### src/rtl/decode_stage_hz.sv
// RV32I decode stage with ID/EX pipeline register, register file with optional
// write-through bypass, and load-use hazard detection.
module decode_stage_hz #(
  parameter int XLEN   = 32,
  parameter int NREGS  = 32,
  parameter int BYPASS = 1
) (
  input  logic            clk,
  input  logic            rst,
  input  logic [31:0]     instr_d,
  input  logic [XLEN-1:0] pc_d,
  input  logic [XLEN-1:0] pc_plus4_d,
  input  logic            valid_d,
  input  logic            stall_d,
  input  logic            flush_e,
  input  logic            reg_write_w,
  input  logic [4:0]      rd_w,
  input  logic [XLEN-1:0] result_w,
  output logic            load_use_stall,
  output logic            valid_e,
  output logic            reg_write_e,
  output logic            mem_write_e,
  output logic            alu_src_e,
  output logic            branch_e,
  output logic            jump_e,
  output logic            jalr_e,
  output logic            illegal_e,
  output logic [1:0]      result_src_e,
  output logic [1:0]      alu_src_a_e,
  output logic [3:0]      alu_control_e,
  output logic [2:0]      funct3_e,
  output logic [XLEN-1:0] rd1_e,
  output logic [XLEN-1:0] rd2_e,
  output logic [XLEN-1:0] imm_ext_e,
  output logic [XLEN-1:0] pc_e,
  output logic [XLEN-1:0] pc_plus4_e,
  output logic [4:0]      rs1_e,
  output logic [4:0]      rs2_e,
  output logic [4:0]      rd_e
);

  localparam int         AW = $clog2(NREGS);
  localparam logic [5:0] NR = 6'(NREGS);

  localparam logic [6:0] OP_R      = 7'b0110011;
  localparam logic [6:0] OP_I      = 7'b0010011;
  localparam logic [6:0] OP_LOAD   = 7'b0000011;
  localparam logic [6:0] OP_STORE  = 7'b0100011;
  localparam logic [6:0] OP_BRANCH = 7'b1100011;
  localparam logic [6:0] OP_JAL    = 7'b1101111;
  localparam logic [6:0] OP_JALR   = 7'b1100111;
  localparam logic [6:0] OP_LUI    = 7'b0110111;
  localparam logic [6:0] OP_AUIPC  = 7'b0010111;

  localparam logic [3:0] ALU_ADD  = 4'b0000;
  localparam logic [3:0] ALU_SUB  = 4'b0001;
  localparam logic [3:0] ALU_AND  = 4'b0010;
  localparam logic [3:0] ALU_OR   = 4'b0011;
  localparam logic [3:0] ALU_XOR  = 4'b0100;
  localparam logic [3:0] ALU_SLT  = 4'b0101;
  localparam logic [3:0] ALU_SLL  = 4'b0110;
  localparam logic [3:0] ALU_SRL  = 4'b0111;
  localparam logic [3:0] ALU_SRA  = 4'b1000;
  localparam logic [3:0] ALU_SLTU = 4'b1001;
  localparam logic [3:0] ALU_PASSB = 4'b1010;

  typedef struct packed {
    logic            valid;
    logic            reg_write;
    logic            mem_write;
    logic            alu_src;
    logic            branch;
    logic            jump;
    logic            jalr;
    logic            illegal;
    logic [1:0]      result_src;
    logic [1:0]      alu_src_a;
    logic [3:0]      alu_control;
    logic [2:0]      funct3;
    logic [XLEN-1:0] rd1;
    logic [XLEN-1:0] rd2;
    logic [XLEN-1:0] imm;
    logic [XLEN-1:0] pc;
    logic [XLEN-1:0] pc_plus4;
    logic [4:0]      rs1;
    logic [4:0]      rs2;
    logic [4:0]      rd;
  } ex_t;

  function automatic logic [XLEN-1:0] sext32(input logic [31:0] v);
    return XLEN'($signed(v));
  endfunction

  function automatic logic [3:0] alu_op(input logic [6:0] op, input logic [2:0] f3,
                                        input logic f7b5);
    logic [3:0] r;
    r = ALU_ADD;
    if (op == OP_R || op == OP_I) begin
      case (f3)
        3'b000:  r = (op == OP_R && f7b5) ? ALU_SUB : ALU_ADD;
        3'b001:  r = ALU_SLL;
        3'b010:  r = ALU_SLT;
        3'b011:  r = ALU_SLTU;
        3'b100:  r = ALU_XOR;
        3'b101:  r = f7b5 ? ALU_SRA : ALU_SRL;
        3'b110:  r = ALU_OR;
        default: r = ALU_AND;
      endcase
    end else if (op == OP_BRANCH) begin
      r = ALU_SUB;
    end else if (op == OP_LUI) begin
      r = ALU_PASSB;
    end
    return r;
  endfunction

  logic [6:0]      opcode;
  logic [2:0]      funct3;
  logic [4:0]      rs1_d, rs2_d, rd_d;
  logic            known, uses_rs1, uses_rs2, uses_rd, regs_bad, illegal;
  logic [31:0]     imm32;
  logic [XLEN-1:0] rd1_raw, rd2_raw;
  logic [XLEN-1:0] regs_q [NREGS];
  ex_t             dec, ex_d, ex_q;

  assign opcode = instr_d[6:0];
  assign funct3 = instr_d[14:12];
  assign rs1_d  = instr_d[19:15];
  assign rs2_d  = instr_d[24:20];
  assign rd_d   = instr_d[11:7];

  assign known = (opcode == OP_R) || (opcode == OP_I) || (opcode == OP_LOAD) ||
                 (opcode == OP_STORE) || (opcode == OP_BRANCH) || (opcode == OP_JAL) ||
                 (opcode == OP_JALR) || (opcode == OP_LUI) || (opcode == OP_AUIPC);
  assign uses_rs1 = !((opcode == OP_LUI) || (opcode == OP_AUIPC) || (opcode == OP_JAL));
  assign uses_rs2 = (opcode == OP_R) || (opcode == OP_STORE) || (opcode == OP_BRANCH);
  assign uses_rd  = known && (opcode != OP_STORE) && (opcode != OP_BRANCH);
  // RV32E: any referenced register index at or above 16 is not encodable
  assign regs_bad = (NREGS == 16) &&
                    ((uses_rs1 && rs1_d[4]) || (uses_rs2 && rs2_d[4]) || (uses_rd && rd_d[4]));
  assign illegal  = !known || regs_bad;

  always_comb begin
    case (opcode)
      OP_STORE:         imm32 = {{20{instr_d[31]}}, instr_d[31:25], instr_d[11:7]};
      OP_BRANCH:        imm32 = {{20{instr_d[31]}}, instr_d[7], instr_d[30:25],
                                 instr_d[11:8], 1'b0};
      OP_LUI, OP_AUIPC: imm32 = {instr_d[31:12], 12'b0};
      OP_JAL:           imm32 = {{12{instr_d[31]}}, instr_d[19:12], instr_d[20],
                                 instr_d[30:21], 1'b0};
      default:          imm32 = {{20{instr_d[31]}}, instr_d[31:20]};
    endcase
  end

  always_comb begin
    rd1_raw = '0;
    rd2_raw = '0;
    if (rs1_d != 5'd0 && {1'b0, rs1_d} < NR) rd1_raw = regs_q[rs1_d[AW-1:0]];
    if (rs2_d != 5'd0 && {1'b0, rs2_d} < NR) rd2_raw = regs_q[rs2_d[AW-1:0]];
    if (BYPASS != 0 && reg_write_w && rs1_d != 5'd0 && rd_w == rs1_d) rd1_raw = result_w;
    if (BYPASS != 0 && reg_write_w && rs2_d != 5'd0 && rd_w == rs2_d) rd2_raw = result_w;
  end

  always_ff @(posedge clk) begin
    if (!rst) begin
      for (int i = 0; i < NREGS; i++) regs_q[i] <= '0;
    end else if (reg_write_w && rd_w != 5'd0 && {1'b0, rd_w} < NR) begin
      regs_q[rd_w[AW-1:0]] <= result_w;
    end
  end

  always_comb begin
    dec          = '0;
    dec.valid    = valid_d;
    dec.funct3   = funct3;
    dec.rd1      = rd1_raw;
    dec.rd2      = rd2_raw;
    dec.imm      = sext32(imm32);
    dec.pc       = pc_d;
    dec.pc_plus4 = pc_plus4_d;
    dec.rs1      = rs1_d;
    dec.rs2      = rs2_d;
    dec.rd       = rd_d;
    if (valid_d) begin
      dec.illegal     = illegal;
      dec.alu_control = alu_op(opcode, funct3, instr_d[30]);
      dec.alu_src     = (opcode != OP_R) && (opcode != OP_BRANCH);
      dec.alu_src_a   = (opcode == OP_AUIPC) ? 2'b01 : (opcode == OP_LUI) ? 2'b10 : 2'b00;
      if (!illegal) begin
        dec.reg_write  = uses_rd;
        dec.mem_write  = (opcode == OP_STORE);
        dec.branch     = (opcode == OP_BRANCH);
        dec.jump       = (opcode == OP_JAL) || (opcode == OP_JALR);
        dec.jalr       = (opcode == OP_JALR);
        dec.result_src = (opcode == OP_LOAD) ? 2'b01 :
                         ((opcode == OP_JAL) || (opcode == OP_JALR)) ? 2'b10 : 2'b00;
      end
    end
  end

  assign load_use_stall = rst && valid_d && ex_q.valid && (ex_q.result_src == 2'b01) &&
                          (ex_q.rd != 5'd0) &&
                          ((uses_rs1 && rs1_d == ex_q.rd) || (uses_rs2 && rs2_d == ex_q.rd));

  always_comb begin
    ex_d = dec;
    if (flush_e)             ex_d = '0;
    else if (stall_d)        ex_d = ex_q;
    else if (load_use_stall) ex_d = '0;
  end

  // ID/EX boundary
  always_ff @(posedge clk) begin
    if (!rst) ex_q <= '0;
    else      ex_q <= ex_d;
  end

  assign valid_e       = ex_q.valid;
  assign reg_write_e   = ex_q.reg_write;
  assign mem_write_e   = ex_q.mem_write;
  assign alu_src_e     = ex_q.alu_src;
  assign branch_e      = ex_q.branch;
  assign jump_e        = ex_q.jump;
  assign jalr_e        = ex_q.jalr;
  assign illegal_e     = ex_q.illegal;
  assign result_src_e  = ex_q.result_src;
  assign alu_src_a_e   = ex_q.alu_src_a;
  assign alu_control_e = ex_q.alu_control;
  assign funct3_e      = ex_q.funct3;
  assign rd1_e         = ex_q.rd1;
  assign rd2_e         = ex_q.rd2;
  assign imm_ext_e     = ex_q.imm;
  assign pc_e          = ex_q.pc;
  assign pc_plus4_e    = ex_q.pc_plus4;
  assign rs1_e         = ex_q.rs1;
  assign rs2_e         = ex_q.rs2;
  assign rd_e          = ex_q.rd;

endmodule
### config.mk
export PLATFORM = sky130hd
export DESIGN_NAME = decode_stage_hz
export DESIGN_NICKNAME = d
export VERILOG_FILES = /design/src/rtl/decode_stage_hz.sv
export SDC_FILE = /design/constraint.sdc
export NUM_CORES = 2
export LEC_CHECK = 0
export CAP_MARGIN = 10
export CORE_AREA = 2 2 267 532
export CTS_CLUSTER_SIZE = 28
export DETAILED_ROUTE_END_ITERATION = 7
export DIE_AREA = 0 0 269 534
export DONT_BUFFER_PORTS = 1
export GPL_ROUTABILITY_DRIVEN = 0
export SLEW_MARGIN = 10
export SYNTH_ARGS = -nofsm -noshare
export SYNTH_HDL_FRONTEND = slang
export SYNTH_SLANG_ARGS = --single-unit
### constraint.sdc
create_clock -name clk -period 6.6 [get_ports clk]
set_clock_uncertainty 0.15 [all_clocks]
set_input_delay 0.99 -clock clk [delete_from_list [all_inputs] [get_ports clk]]
set_output_delay 0.99 -clock clk [all_outputs]
set_load 0.02 [all_outputs]
# [Word level (Yosys, flattened, before mapping)]
# Memory sizes are Yosys's and may differ from the RTL's.
# Index checks and enable logic that the tools add are counted.
[classes] n_eq_ne=23 mux=27 bitwise=1 n_reduce_logical=40
[op_table] operator="194-bit two-way mux" n=1
[op_table] operator="32-bit two-way mux" n=5
[op_table] operator="31-bit one-hot mux with 4 select lines" n=1
[op_table] operator="32-bit OR reduction" n=1
[op_table] operator="4-bit one-hot mux with 7 select lines" n=1
[op_table] operator="7-bit by 6-bit equality test with 1-bit output, second input constant" n=3
[op_table] operator="7-bit equality test, second input constant" n=3
[op_table] operator="5-bit equality test" n=4
[op_table] operator="5-bit nonzero test" n=4
[op_table] operator="1-bit logical AND" n=16
[op_table] operator="4-bit two-way mux" n=4
[op_table] operator="15-bit two-way mux" n=1
[op_table] operator="7-bit by 5-bit equality test with 1-bit output, second input constant" n=2
[op_table] operator="1-bit logical OR" n=14
[op_table] operator="7-bit by 6-bit inequality test with 1-bit output, second input constant" n=2
[op_table] operator="2-bit two-way mux" n=6
[op_table] operator="3-bit equality test, second input constant" n=3
[op_table] operator="7-bit by 2-bit equality test with 1-bit output, second input constant" n=1
[op_table] operator="7-bit inequality test, second input constant" n=1
[op_table] operator="3-bit by 2-bit equality test with 1-bit output, second input constant" n=2
[op_table] operator="1-bit two-way mux" n=6
[op_table] operator="5-bit two-way mux" n=1
[op_table] operator="2-bit OR reduction" n=2
[op_table] operator="3-bit by 1-bit equality test with 1-bit output, second input constant" n=1
[op_table] operator="other kinds (5)" n=6
[totals] reg_bits=194 ram_bits=1024 inputBits=139 output_inout_bits=195 word_cells=112 memories=1
[memory_table] memory="regs_q" words=32 word_bits=32 rd=2 rd_ports_with_merged_regs=0 wr=32 line_no="123" source="logic [XLEN-1:0] regs_q [NREGS];"

# [Depth between registers and ports, before layout]
[depth] depth_word=14 depth_mapped=10 mapped_depth_nobuf=6

# [Worst setup path after synthesis]
# Ideal clock, no wire load.
[synth_timing] path_type="in2reg" startpoint="input rd_w[2]" endpoint="memory regs_q[5][0] (enable)" setup_ps=466 arrival_ps=4196 required_time_ps=5984 slack_ps=1788 stages=4 path_buffers=2 cell_sequence="clkbuf_1 or3b_2 clkbuf_1 o21ai_0"
[synth_lines] item="from (decl)" line_no="17" source="input logic [4:0] rd_w,"
[synth_lines] item="to (decl)" line_no="123"

# [Worst setup path in the final report]
[layout_timing] startpoint="input instr_d[15]" endpoint="output load_use_stall"
[layout_via] elab_chain_len=4
[layout_lines] item="from (decl)" line_no="10" source="input logic [31:0] instr_d,"
[layout_lines] item="5-bit equality test" line_no="203" source="((uses_rs1 && rs1_d == ex_q.rd) || (uses_rs2 && rs2_d == ex_q.rd));"
[layout_lines] item="1-bit logical AND" line_no="203"
[layout_lines] item="1-bit logical OR" line_no="203"
[layout_lines] item="1-bit logical AND" line_no="202" source="(ex_q.rd != 5'd0) &&"
[layout_lines] item="to (decl)" line_no="19" source="output logic load_use_stall,"
# No other way between the ends.

==> results_tabular.tex <==
\begin{tabular}{lr}
\hline
Metric & Value \\
\hline
\multicolumn{2}{l}{\textbf{Outcome}} \\
Outcome & complete, but fails checks \\
Violations in the final reports & max-slew violations \\
\multicolumn{2}{l}{\textbf{Final layout}} \\
Share of post-route cells with drive strength above 1 & 0.175 \\
Area of the multi-input gates & 26200 µm² \\
Number of nets in the layout & 4517 \\
Number of fill cells & 12000 \\
Leading cell type in the layout, fill and taps excluded & sky130\_fd\_sc\_hd\_\_edfxtp\_1 \\
Register cell area after layout & 34600 µm² \\
Area growth from synthesis to layout & 8.25\% \\
Commonest cells after routing, fill and taps aside & sky130\_fd\_sc\_hd\_\_edfxtp\_1, sky130\_fd\_sc\_hd\_\_and2\_1, sky130\_fd\_sc\_hd\_\_mux4\_2 \\
\multicolumn{2}{l}{\textbf{Synthesis}} \\
Synth Warn \# & 0 \\
Post-synthesis sequential area ratio & 0.556 \\
Area share of the largest cell type after synthesis & 0.494 \\
Synthesized area & 62300 µm² \\
Synthesis-stage register bit count & 1218 \\
EDFF count, synth & 1024 \\
Synthesized instance count & 4655 \\
Primary flip-flop cell chosen by synthesis mapping & sky130\_fd\_sc\_hd\_\_edfxtp\_1 \\
Unique masters post-synth & 61 \\
Post-synthesis area per instance & 13.4 µm² \\
Leading cell types by total area after synthesis & sky130\_fd\_sc\_hd\_\_edfxtp\_1, sky130\_fd\_sc\_hd\_\_mux4\_2, sky130\_fd\_sc\_hd\_\_and2\_1, sky130\_fd\_sc\_hd\_\_dfxtp\_1, sky130\_fd\_sc\_hd\_\_mux2i\_1 \\
Most area-hungry cell type in the Yosys netlist & sky130\_fd\_sc\_hd\_\_edfxtp\_1 \\
Fraction of synthesis flops using an asynchronous set or reset pin & 0 \\
\multicolumn{2}{l}{\textbf{Power}} \\
Leakage Power & 23.1 nW \\
Total power consumption of the routed design & 17.1 mW \\
Worst supply voltage drop on vdd & 0.217 mV \\
Power Dens Cells & 253 nW/µm² \\
\multicolumn{2}{l}{\textbf{Global routing}} \\
Maximum number of pins on one net before global-route repair & 265 \\
Antenna violations before repair & 13 \\
Total grt overflow & 0 \\
Global-route total usage across every layer & 0.282 \\
First-pass GRT wire length & 288 mm \\
Vias in the first global route & 41200 \\
\multicolumn{2}{l}{\textbf{Routing}} \\
Aggregate routed wire length & 205 mm \\
TritonRoute pass-1 iters & 7 \\
Post-detailed-route DRC marker count & 0 \\
Iteration-0 DRC count of the detailed router & 3719 \\
Vias after detailed routing & 40000 \\
Avg WL per Cell & 32.3 µm \\
Residual antenna-violating net count after detailed routing & 0 \\
Vias/cell & 6.31 \\
\multicolumn{2}{l}{\textbf{CTS}} \\
Clock sink count & 1218 \\
Clock latency of the later-clocked register in the worst-skew pair & 0.73 ns \\
CTS Hold Bufs & 0 \\
Resize count post-CTS & 0 \\
Number of CTS-inserted buffers & 105 \\
H-tree depth reported by CTS & 3 \\
Clock Pin Slew Worst Setup and Hold Paths & 0.07 ns \\
Master cell of the clock root buffer & sky130\_fd\_sc\_hd\_\_clkbuf\_16 \\
CTS tree & built \\
Clock tree buffer depth & 3 \\
Post-CTS setup repair buffer count & 0 \\
\multicolumn{2}{l}{\textbf{Critical path}} \\
Number of cells on the worst reg-to-reg path & 7 \\
R2R Setup Slk & 3.24 ns \\
CP Capture Point & load\_use\_stall \\
CP Data Arrival Time & 2.94 ns \\
Crit path required time & 5.46 ns \\
Highest net fanout along the worst path & 262 \\
Launching element of the worst setup path & instr\_d[15] \\
Start of the worst register-to-register path & rd\_e[3] \\
Critical path start-end classification & input port to primary output \\
Startpoint type of the worst setup path & input port \\
RR Endpoint & rd1\_e[1] \\
Endpoint class of the critical path & primary output \\
\multicolumn{2}{l}{\textbf{Timing}} \\
Number of failing setup endpoints in the final timing report & 0 \\
Maximum clock rate & 0.245 GHz \\
Summed negative setup slack over all endpoints & 0 ns \\
Final critical path time including I/O delays and setup & 4.08 ns \\
Worst slew margin relative to its limit & -0.174 \\
Tightest Pin Transition & 1.76 ns \\
Unrepaired setup endpoints after global routing & no \\
Number of max-slew violations in the final report & 110 \\
Final hold viol count & 0 \\
Share of the clock period used by the worst path after layout & 0.618 \\
\multicolumn{2}{l}{\textbf{Placement}} \\
Final HPWL from detailed placement & 124 mm \\
Count of buffers from port buffering & 0 \\
\multicolumn{2}{l}{\textbf{Floorplan}} \\
Standard-cell row count & 194 \\
Die Span Y & 534 µm \\
Floorplan die area & 144000 µm² \\
IO Count & 334 \\
Effective utilization at floorplan & 0.446 \\
Die W & 269 µm \\
Core Region & 140000 µm² \\
\multicolumn{2}{l}{\textbf{Min path}} \\
Type of the tightest min-delay check & input port to flip-flop \\
\multicolumn{2}{l}{\textbf{Run}} \\
Count of maximum capacitance violations & 0 \\
\hline
\end{tabular}
## synthesized netlist by cell type (all sizes together) (2+ instances only)
cell	count
edfxtp	1024
and2	996
mux4	384
mux2i	380
clkbuf	340
nand2	257
a21oi	204
dfxtp	194
o21ai	169
buf	152
nand3	106
a32oi	66
o221ai	66
o211ai	61
o221a	60
nor2	51
or3	24
nand2b	13
inv	11
xor2	11
a31oi	9
xnor2	9
a22oi	7
nand3b	7
nand4	7
nor3	6
or2	4
a21o	3
nand4b	3
nor4b	3
or3b	3
or4b	3
and3	2
nor4	2
o211a	2
o311a	2
o31ai	2
## kinds of logic (layout without fill, tap and decap cells)
group,after synthesis,in the layout,synth area share
and+or+nand+nor,1492,1492,0.137
DFF,1218,1218,0.556
muxes,764,764,0.200
AOI/OAI and AO/OA,657,657,0.0708
buffers and inverters,503,285,0.0338
xor gates and xnor gates,20,20,0.00281
other,1,44,0.0000602
## routing by layer
layer  GRT usage  part of all wire
met1       0.299              0.33
met2       0.505              0.52
met3      0.0603             0.084
met4       0.174             0.063
met5           0           0.00012
## through the flow
step | std cells | utilization | hold WS [ns] | setup slack, ns | cell area (µm²)
detailed placement | 6133 | 0.457 | 0.393 | 2.83 | 63800
finish | 6342 | 0.483 | 0.200 | 2.52 | 67400
floorplan | 4686 | - | 0.366 | 1.79 | 62400
global placement | 6133 | 0.457 | 0.383 | 2.85 | 63800
CTS | 6330 | 0.483 | 0.162 | 2.72 | 67400
global route | 6341 | 0.483 | 0.187 | 2.53 | 67400
## layout make-up
| cell class | instances | share of cell area |
|---|---|---|
| Timing Repair Buffer | 77 | 0.00857 |
| Clock inverter | 51 | 0.00744 |
| Sequential cell | 1218 | 0.514 |
| Multi-Input combinational cell | 2965 | 0.389 |
| Tap cell | 1862 | 0.0345 |
| Clock buffer | 146 | 0.0462 |
| Inverter | 11 | 0.000612 |
| Antenna cell | 12 | 0.000445 |
## worst max-delay path, cell delays in order
cell and delay, ns:
sky130_fd_sc_hd__xor2_1 0.35, sky130_fd_sc_hd__nor3_1 0.21, sky130_fd_sc_hd__nand3_1 0.21, sky130_fd_sc_hd__or2_2 0.33, sky130_fd_sc_hd__a21oi_1 0.45
## worst min-delay path by stage
stage               slack [ns]  cells past startpoint  startpoint              end
global route              0.19                      1  instr_d[6]  result_src_e[0]
global placement          0.38                      2      jump_e           jump_e
CTS                       0.16                      1  instr_d[3]           jalr_e
detailed placement        0.39                      2      jump_e           jump_e
finish                    0.20                      1  instr_d[3]           jalr_e
floorplan                 0.37                      2      jump_e           jump_e
## state kept, by name (all words and copies together) (netlist names), 2 cells and up
register,count
rd_e,5
alu_src_a_e,2
rs2_e,5
rd1_e,32
regs_q,1024
rd2_e,32
alu_control_e,4
funct3_e,3
pc_e,32
result_src_e,2
rs1_e,5
imm_ext_e,32
pc_plus4_e,32
## power by group
part | internal [mW] | switching, mW
combinational | 0.720 | 0.766
sequential | 8.72 | 0.275
clock | 3.63 | 2.96
total | 13.1 | 4.00
Power figures use the tool's default switching activity.
